$ cat config.mk
export PLATFORM = sky130hd
export DESIGN_NAME = ncl_wavefront_driver
export DESIGN_NICKNAME = d
export VERILOG_FILES = /design/src/rtl/ncl_wavefront_driver_pkg.sv /design/src/rtl/ncl_sync2.sv /design/src/rtl/ncl_wavefront_driver.sv
export SDC_FILE = /design/constraint.sdc
export NUM_CORES = 1
export LEC_CHECK = 0
export BUFFER_PORTS_ARGS = -buffer_cell sky130_fd_sc_hd__buf_2
export CAP_MARGIN = 20
export CORE_MARGIN = 10
export CORE_UTILIZATION = 34
export CTS_CLUSTER_DIAMETER = 30
export CTS_CLUSTER_SIZE = 14
export DETAILED_ROUTE_END_ITERATION = 7
export PLACE_DENSITY = 0.49
export REMOVE_ABC_BUFFERS = 1
export SLEW_MARGIN = 20
export SYNTH_ARGS = -nofsm -noshare
export SYNTH_HDL_FRONTEND = slang
export SYNTH_SLANG_ARGS = --single-unit
$ cat constraint.sdc
create_clock -name clk -period 2.9 [get_ports clk]
set_clock_uncertainty 0.15 [all_clocks]
set_input_delay 0.58 -clock clk [delete_from_list [all_inputs] [get_ports clk]]
set_output_delay 0.58 -clock clk [all_outputs]
set_load 0.02 [all_outputs]
$ cat src/rtl/ncl_wavefront_driver_pkg.sv
// rtl/ncl_wavefront_driver_pkg.sv - shared types and dual-rail encodings for the NCL wavefront driver
package ncl_wavefront_driver_pkg;

  typedef enum logic [1:0] {
    IDLE      = 2'd0,
    DATA      = 2'd1,
    NULL_WAIT = 2'd2,
    ERR       = 2'd3
  } ncl_state_e;

  // One dual-rail signal: t is the true rail, f the false rail.
  typedef struct packed {
    logic t;
    logic f;
  } dr_pair_t;

  localparam dr_pair_t DR_NULL    = '{t: 1'b0, f: 1'b0};
  localparam dr_pair_t DR_DATA0   = '{t: 1'b0, f: 1'b1};
  localparam dr_pair_t DR_DATA1   = '{t: 1'b1, f: 1'b0};
  localparam dr_pair_t DR_ILLEGAL = '{t: 1'b1, f: 1'b1};

  // A pair carries a value only when exactly one rail is asserted.
  function automatic logic dr_is_data(input dr_pair_t p);
    return (p == DR_DATA0) || (p == DR_DATA1);
  endfunction

  // Both rails high is never produced by a correct threshold network.
  function automatic logic dr_is_illegal(input dr_pair_t p);
    return p == DR_ILLEGAL;
  endfunction

endpackage

$ cat src/rtl/ncl_sync2.sv
// rtl/ncl_sync2.sv - two-flop synchronizer with synchronous reset
module ncl_sync2 (
  input  logic clk,
  input  logic rst,
  input  logic d,
  output logic q
);

  logic meta;

  // Two back-to-back flops give the first stage a full cycle to resolve.
  always_ff @(posedge clk) begin
    if (rst) begin
      meta <= 1'b0;
      q    <= 1'b0;
    end else begin
      meta <= d;
      q    <= meta;
    end
  end

endmodule

$ cat src/rtl/ncl_wavefront_driver.sv
// rtl/ncl_wavefront_driver.sv - drives DATA/NULL wavefronts into an NCL network and captures its result
module ncl_wavefront_driver
  import ncl_wavefront_driver_pkg::*;
#(
  parameter int WIDTH   = 4,
  parameter int TIMEOUT = 255
) (
  input  logic             clk,
  input  logic             rst,
  input  logic             in_valid,
  output logic             in_ready,
  input  logic [WIDTH-1:0] in_data,
  output logic [WIDTH-1:0] rail_t,
  output logic [WIDTH-1:0] rail_f,
  input  logic             ko,
  input  logic             res_t,
  input  logic             res_f,
  output logic             out_valid,
  output logic             out_data,
  output logic             err
);

  localparam int CW = (TIMEOUT < 2) ? 1 : $clog2(TIMEOUT + 1);

  ncl_state_e       state;
  ncl_state_e       next_state;
  logic [WIDTH-1:0] word_q;
  logic [WIDTH-1:0] word_d;
  logic [CW-1:0]    wait_cnt;
  logic             ko_s;
  logic             rt_s;
  logic             rf_s;
  dr_pair_t         res_s;
  logic             accept;
  logic             capture;
  logic             timed_out;

  ncl_sync2 u_sync_ko (.clk(clk), .rst(rst), .d(ko),    .q(ko_s));
  ncl_sync2 u_sync_rt (.clk(clk), .rst(rst), .d(res_t), .q(rt_s));
  ncl_sync2 u_sync_rf (.clk(clk), .rst(rst), .d(res_f), .q(rf_s));

  assign res_s     = '{t: rt_s, f: rf_s};
  assign timed_out = (wait_cnt == CW'(TIMEOUT - 1));
  assign word_d    = accept ? in_data : word_q;

  // Wavefront sequencing; an illegal rail pair outranks completion and timeout.
  always_comb begin
    next_state = state;
    accept     = 1'b0;
    capture    = 1'b0;
    case (state)
      IDLE: begin
        if (dr_is_illegal(res_s)) begin
          next_state = ERR;
        end else if (in_ready && in_valid && ko_s) begin
          accept     = 1'b1;
          next_state = DATA;
        end
      end
      DATA: begin
        if (dr_is_illegal(res_s)) begin
          next_state = ERR;
        end else if (wait_cnt == '0 && res_s != DR_NULL) begin
          // Result was already present when DATA went out: it cannot be ours.
          next_state = ERR;
        end else if (!ko_s && dr_is_data(res_s)) begin
          capture    = 1'b1;
          next_state = NULL_WAIT;
        end else if (timed_out) begin
          next_state = ERR;
        end
      end
      NULL_WAIT: begin
        if (dr_is_illegal(res_s)) begin
          next_state = ERR;
        end else if (ko_s && res_s == DR_NULL) begin
          next_state = IDLE;
        end else if (timed_out) begin
          next_state = ERR;
        end
      end
      ERR: begin
        next_state = ERR;
      end
      default: begin
        next_state = ERR;
      end
    endcase
  end

  // State register and latched operand.
  always_ff @(posedge clk) begin
    if (rst) begin
      state  <= IDLE;
      word_q <= '0;
    end else begin
      state  <= next_state;
      word_q <= word_d;
    end
  end

  // Rails come straight from flops so the network never sees decode glitches.
  always_ff @(posedge clk) begin
    if (rst) begin
      rail_t <= '0;
      rail_f <= '0;
    end else if (next_state == DATA) begin
      rail_t <= word_d;
      rail_f <= ~word_d;
    end else begin
      rail_t <= '0;
      rail_f <= '0;
    end
  end

  // Per-phase wait counter, restarted whenever a new phase begins.
  always_ff @(posedge clk) begin
    if (rst) begin
      wait_cnt <= '0;
    end else if (next_state != state) begin
      wait_cnt <= '0;
    end else if (state == DATA || state == NULL_WAIT) begin
      wait_cnt <= wait_cnt + 1'b1;
    end
  end

  // Handshake, result and error outputs, all registered.
  always_ff @(posedge clk) begin
    if (rst) begin
      in_ready  <= 1'b0;
      out_valid <= 1'b0;
      out_data  <= 1'b0;
      err       <= 1'b0;
    end else begin
      in_ready  <= (next_state == IDLE);
      out_valid <= capture;
      err       <= (next_state == ERR);
      if (capture) begin
        out_data <= (res_s == DR_DATA1);
      end
    end
  end

endmodule

# Yosys cells after proc, flatten, opt, wreduce, memory -nomap -nowiden
# Index checks and enable logic that the tools add are counted.
[totals]
regBits = 32
latch_bits = 0
ram_bits = 0
mem_bits_ro = 0
n_memories = 0
[op_classes]
add_sub_neg = 1
n_mul = 0
div_mod_pow = 0
n_lt_le_gt_ge = 0
n_eq_ne = 10
shifts = 0
mux = 17
bitwise = 2
n_reduce_logical = 15
[ops]
columns = ["operator", "n"]
rows = [
  ["$mux 2", 8],
  ["$eq 2x2->1 const B", 5],
  ["$add 8x1->8 const B", 1],
  ["$eq 8x8->1 const B", 1],
  ["$logic_not 8->1", 1],
  ["$pmux 2 s4", 1],
  ["$mux 1", 7],
  ["$eq 2x1->1 const B", 3],
  ["$logic_not 2->1", 3],
  ["$logic_and 1x1->1", 5],
  ["$mux 4", 1],
  ["$not 4->4", 1],
  ["$reduce_or 2->1", 2],
  ["$logic_or 1x1->1", 2],
  ["$ne 2x2->1", 1],
  ["$reduce_bool 2->1", 1],
  ["$logic_not 1->1", 1],
  ["$not 1->1", 1],
]

# Logic depth before layout (Yosys ltp)
[depth]
word_depth = 10
ltp_mapped = 8
ltp_nobuf = 7

# Cells and area by module
# A second synthesis with hierarchy kept.
[unflattened]
cells_unflattened = 151
hier_area_um2 = 1445.1
[by_module_without_submodules]
columns = ["mod", "n_inst", "cells_per_inst", "area_per_inst_um2", "seq_area_each_um2"]
rows = [
  ["ncl_wavefront_driver", 1, 139, 1287.5, 520.5],
  ["ncl_sync2", 3, 4, 52.6, 40.0],
]

# Worst setup path after synthesis
# Ideal clock, no wire load.
[synth_path]
kind = "reg2reg"
startpoint = "reg u_sync_rt.q"
endpoint = "reg rail_f[0]"
setup_ps = 73
t_arrival_ps = 2024
slack_ps = 653
path_stages_with_launch = 9
n_path_buf = 1
path_cell_list = "dfxtp_1 -> inv_1 -> ha_1 -> or4b_1 -> o21ai_2 -> a222oi_1 -> or3_1 -> buf_6 -> nor3b_2"
[synth_between]
elab_chain_cells = 10
word_cells_on_any_way = 23
cone_classes = "eq/ne (4); mux (10); bitwise (2); reduce/logical (7)"
[synth_rtl]
columns = ["item", "line_no", "source"]
rows = [
  ["from (decl)", "ncl_sync2.sv:6", "output logic q"],
  ["from (signal assigned)", "ncl_sync2.sv:18", "q <= meta;"],
  ["$eq 2x1->1 or $eq 2x2->1 (tied branches)", "ncl_wavefront_driver_pkg.sv:24", "return (p == DR_DATA0) || (p == DR_DATA1);"],
  ["$logic_or 1x1->1", "ncl_wavefront_driver_pkg.sv:24", ""],
  ["$logic_and 1x1->1", "ncl_wavefront_driver.sv:66", "end else if (!ko_s && dr_is_data(res_s)) begin"],
  ["$mux 2", "ncl_wavefront_driver.sv:66", ""],
  ["$mux 2", "ncl_wavefront_driver.sv:63", "end else if (wait_cnt == '0 && res_s != DR_NULL) begin"],
  ["$mux 2", "ncl_wavefront_driver.sv:61", "if (dr_is_illegal(res_s)) begin"],
  ["$pmux 2 s4", "ncl_wavefront_driver.sv:51", "case (state)"],
  ["$eq 2x1->1", "ncl_wavefront_driver.sv:107", "end else if (next_state == DATA) begin"],
  ["$not 1->1 (no source line)", "n/a", ""],
  ["$reduce_or 2->1 (no source line)", "n/a", ""],
  ["to (signal assigned)", "ncl_wavefront_driver.sv:109", "rail_f <= ~word_d;"],
  ["to (decl)", "ncl_wavefront_driver.sv:14", "output logic [WIDTH-1:0] rail_f,"],
]
# Parallel ways exist; a longest one is shown, timed or not.
# A chain may end at the register's enable or synchronous reset.

# Worst setup path after layout
[layout_path]
startpoint = "reg state[0]"
endpoint = "reg rail_t[3]"
[layout_between]
elab_chain_cells = 8
word_cells_on_any_way = 18
cone_classes = "eq/ne (4); mux (11); bitwise (1); reduce/logical (2)"
[layout_rtl]
columns = ["item", "line_no", "source"]
rows = [
  ["from (decl)", "ncl_wavefront_driver.sv:25", "ncl_state_e state;"],
  ["from (signal assigned)", "ncl_wavefront_driver.sv:97", "state <= next_state;"],
  ["$mux 2", "ncl_wavefront_driver.sv:69, ncl_wavefront_driver.sv:78", ""],
  ["$mux 2", "ncl_wavefront_driver.sv:66", ""],
  ["$mux 2", "ncl_wavefront_driver.sv:63", ""],
  ["$mux 2", "ncl_wavefront_driver.sv:61", ""],
  ["$pmux 2 s4", "ncl_wavefront_driver.sv:51", ""],
  ["$eq 2x1->1", "ncl_wavefront_driver.sv:107", ""],
  ["$not 1->1 (no source line)", "n/a", ""],
  ["$reduce_or 2->1 (no source line)", "n/a", ""],
  ["to (signal assigned)", "ncl_wavefront_driver.sv:108", "rail_t <= word_d;"],
  ["to (decl)", "ncl_wavefront_driver.sv:13", "output logic [WIDTH-1:0] rail_t,"],
]
# Parallel ways exist; a longest one is shown, timed or not.

==> impl_metrics.json <==
{
  "firstDrtPassIters": 4,
  "path_common_cell": "or3_1",
  "crit_required_ns": 2.91,
  "min_period_over_period": 0.872,
  "cts_buffers": 5,
  "rsz0062_at_grt": "false",
  "end_kind": "flop",
  "fin_crit_ns": 2.53,
  "postCtsResizedCells": 0,
  "cp_slowest_cell": "or3_1",
  "io_pins": 22,
  "postCtsHoldBufs": 0,
  "htree_num_levels": 2,
  "worstHoldPathType": "flop to flop",
  "yosysWarnings": 0,
  "ys_seq_area_frac": 0.437,
  "maxSlewHeadroom": 0.619,
  "cts.sinks": 32,
  "cap_violations": 0,
  "grt_first_pass_wirelength_um": 5110,
  "grt_start_max_net_pins": 15,
  "setup_viol": 0,
  "fp.coreArea_um2": 4090,
  "detail-route-antenna-nets": 0,
  "path_cells": "inv_1 -> ha_1 -> or3_1 -> a222oi_1 -> or3_1 -> nor3_2",
  "power_leakage_nw": 0.716,
  "drt_iter0_drc": 68,
  "slew_viol_final": 0,
  "diodes": 0,
  "critical_path_arrival_ns": 2.54,
  "synth_flop_cell": "dfxtp_1",
  "antenna_found_initial": 0,
  "ys_async_sr_fraction": 0,
  "synth_seq_cells": 32,
  "critPathMaxFanout": 10,
  "fp.dieH_um": 85.7,
  "critical-path-top-delay-family": "simple AND/OR/NAND/NOR gates",
  "synth.top_cell.area_share": 0.437,
  "grt_pass1_vias": 1106,
  "synth_area_per_cell_um2": 10.0,
  "globalRouteTotalUtil": 0.0859,
  "startpoint_type": "flop",
  "drive_above_1_share": 0.257,
  "fmax_mhz": 395,
  "dieArea_um2": 7340,
  "path_buf_inv": 1,
  "num_vias": 1118,
  "ys_types": 38,
  "place_congestion": 0.834,
  "syn-instance-count": 146,
  "postCtsSetupRepairBufs": 0,
  "syn2layout_area_growth_pct": 20.5,
  "drt_wl_total_um": 3110,
  "ys_top_cells_by_area": "dfxtp_1, ha_1, mux2i_1, nor3_2, nor3b_2",
  "clk_latency_ns": 0.28,
  "status": "complete, no violations",
  "clk_transition_reported_paths_ns": 0.07,
  "worst-setup-path-type": "flop to flop",
  "synth_edf_count": 0,
  "vdd_drop_max_v": 0.000377,
  "worst_pin_slew_ns": 0.568,
  "powerDensity_nw_per_um2": 758,
  "drc": 0,
  "io_buffers": 21,
  "timing.hold.ws_ns": 0.285,
  "cts-root-buf": "clkbuf_8",
  "yosysTopAreaCell": "dfxtp_1",
  "die_x_um": 85.7,
  "drt-wirelength-per-cell_um": 13.8,
  "grt_overflow": 0,
  "routed_via_density": 4.97,
  "nets": 195,
  "critPathMaxStageDelay_ns": 0.48,
  "cts_tree": "built",
  "setup_tns_ns": 0,
  "rows": 23,
  "syn_area_um2": 1470,
  "initial_utilization": 0.359,
  "place.detailed.hpwl_um": 2380,
  "hold_viol": 0,
  "cts_buffer_depth": 2
}
worst reg2reg max path, stage by stage (launching register included):
cell and delay, ns:
dfxtp_1 0.44, inv_1 0.15, ha_1 0.28, or3_1 0.40
a222oi_1 0.40, or3_1 0.48, nor3_2 0.09
per-stage QoR:
step | utilization | worst slack (ns) | instances | total power [W] | instance area (um2)
floorplan | - | 0.485 | 142 | 0.000773 | 1440
finish | 0.432 | 0.371 | 225 | 0.00134 | 1770
CTS | 0.432 | 0.379 | 225 | 0.00136 | 1770
global placement | 0.401 | 0.419 | 217 | 0.000887 | 1640
detailed placement | 0.401 | 0.403 | 217 | 0.000892 | 1640
global route | 0.432 | 0.169 | 225 | 0.00142 | 1770
Yosys cell counts, types with 2 or more instances:
| cell type | n |
|---|---|
| nand3_1 | 2 |
| nor4_1 | 8 |
| and3_1 | 2 |
| and2_1 | 4 |
| or3_1 | 2 |
| dfxtp_1 | 32 |
| inv_1 | 7 |
| nand2b_1 | 2 |
| nor2b_1 | 7 |
| o21ai_0 | 3 |
| clkbuf_1 | 2 |
| mux2i_1 | 6 |
| nor2_1 | 11 |
| nor3_2 | 5 |
| ha_1 | 11 |
| xor2_1 | 4 |
| a21oi_1 | 3 |
| xnor2_1 | 3 |
| nor3_1 | 2 |
| nand4_1 | 4 |
| nand2_1 | 5 |
| a222oi_1 | 2 |
| nor3b_2 | 4 |
cells in the final DEF, fill, tap and decap left out, types with 5 or more instances in the layout:
cell | netlist | final
dfxtp_1 | 32 | 32
buf_2 | 1 | 21
nor2_1 | 11 | 11
ha_1 | 11 | 11
nor4_1 | 8 | 8
inv_1 | 7 | 7
nor2b_1 | 7 | 7
clkbuf_8 | 0 | 7
mux2i_1 | 6 | 6
nand2_1 | 5 | 5
nor3_2 | 5 | 5
final cells by class:
type	count	area, um2
Clock inverter	1	30.0
Tap cell	50	62.6
Clock buffer	7	96.3
Sequential cell	32	641
Fill cell	398	2320
Timing Repair Buffer	25	135
Multi-Input combinational cell	102	772
Inverter	8	30.0
sequential cells by signal, indices dropped and copies added, names as in the netlist, 2 cells and up:
| signal | flops |
|---|---|
| wait_cnt | 8 |
| rail_f | 4 |
| rail_t | 4 |
| word_q | 4 |
| state | 2 |
worst paths after layout:
check                                     from          end  slack, ns  cells past startpoint
worst max-delay path                  state[0]    rail_t[3]       0.37                      6
worst min-delay path            u_sync_ko.meta  u_sync_ko.q       0.28                      1
worst max register to register        state[0]    rail_t[3]       0.37                      6
worst min register to register  u_sync_ko.meta  u_sync_ko.q       0.28                      1
logic make-up after synthesis:
| group | Yosys count | share of synthesized area |
|---|---|---|
| buf+inv | 12 | 0.0367 |
| simple gates | 63 | 0.277 |
| fa+ha+maj | 11 | 0.0939 |
| mux | 6 | 0.0410 |
| xor+xnor | 7 | 0.0418 |
| flops | 32 | 0.437 |
| compound gates | 15 | 0.0725 |
power by group:
part | total [W] | switching (W) | internal, W
Sequential | 0.000497 | 0.0000213 | 0.000476
Clock | 0.000458 | 0.000155 | 0.000303
Combinational | 0.000384 | 0.000242 | 0.000142
Total | 0.00134 | 0.000419 | 0.000921
per-layer routing:
metal  vias up  part of all wire  GRT usage
met3         5             0.058     0.0407
met4         0             0.010     0.0359
met1       516              0.46     0.0955
met5         -                 0          0
li1        571                 -          -
met2        26              0.47      0.138
Power figures use the tool's default switching activity.
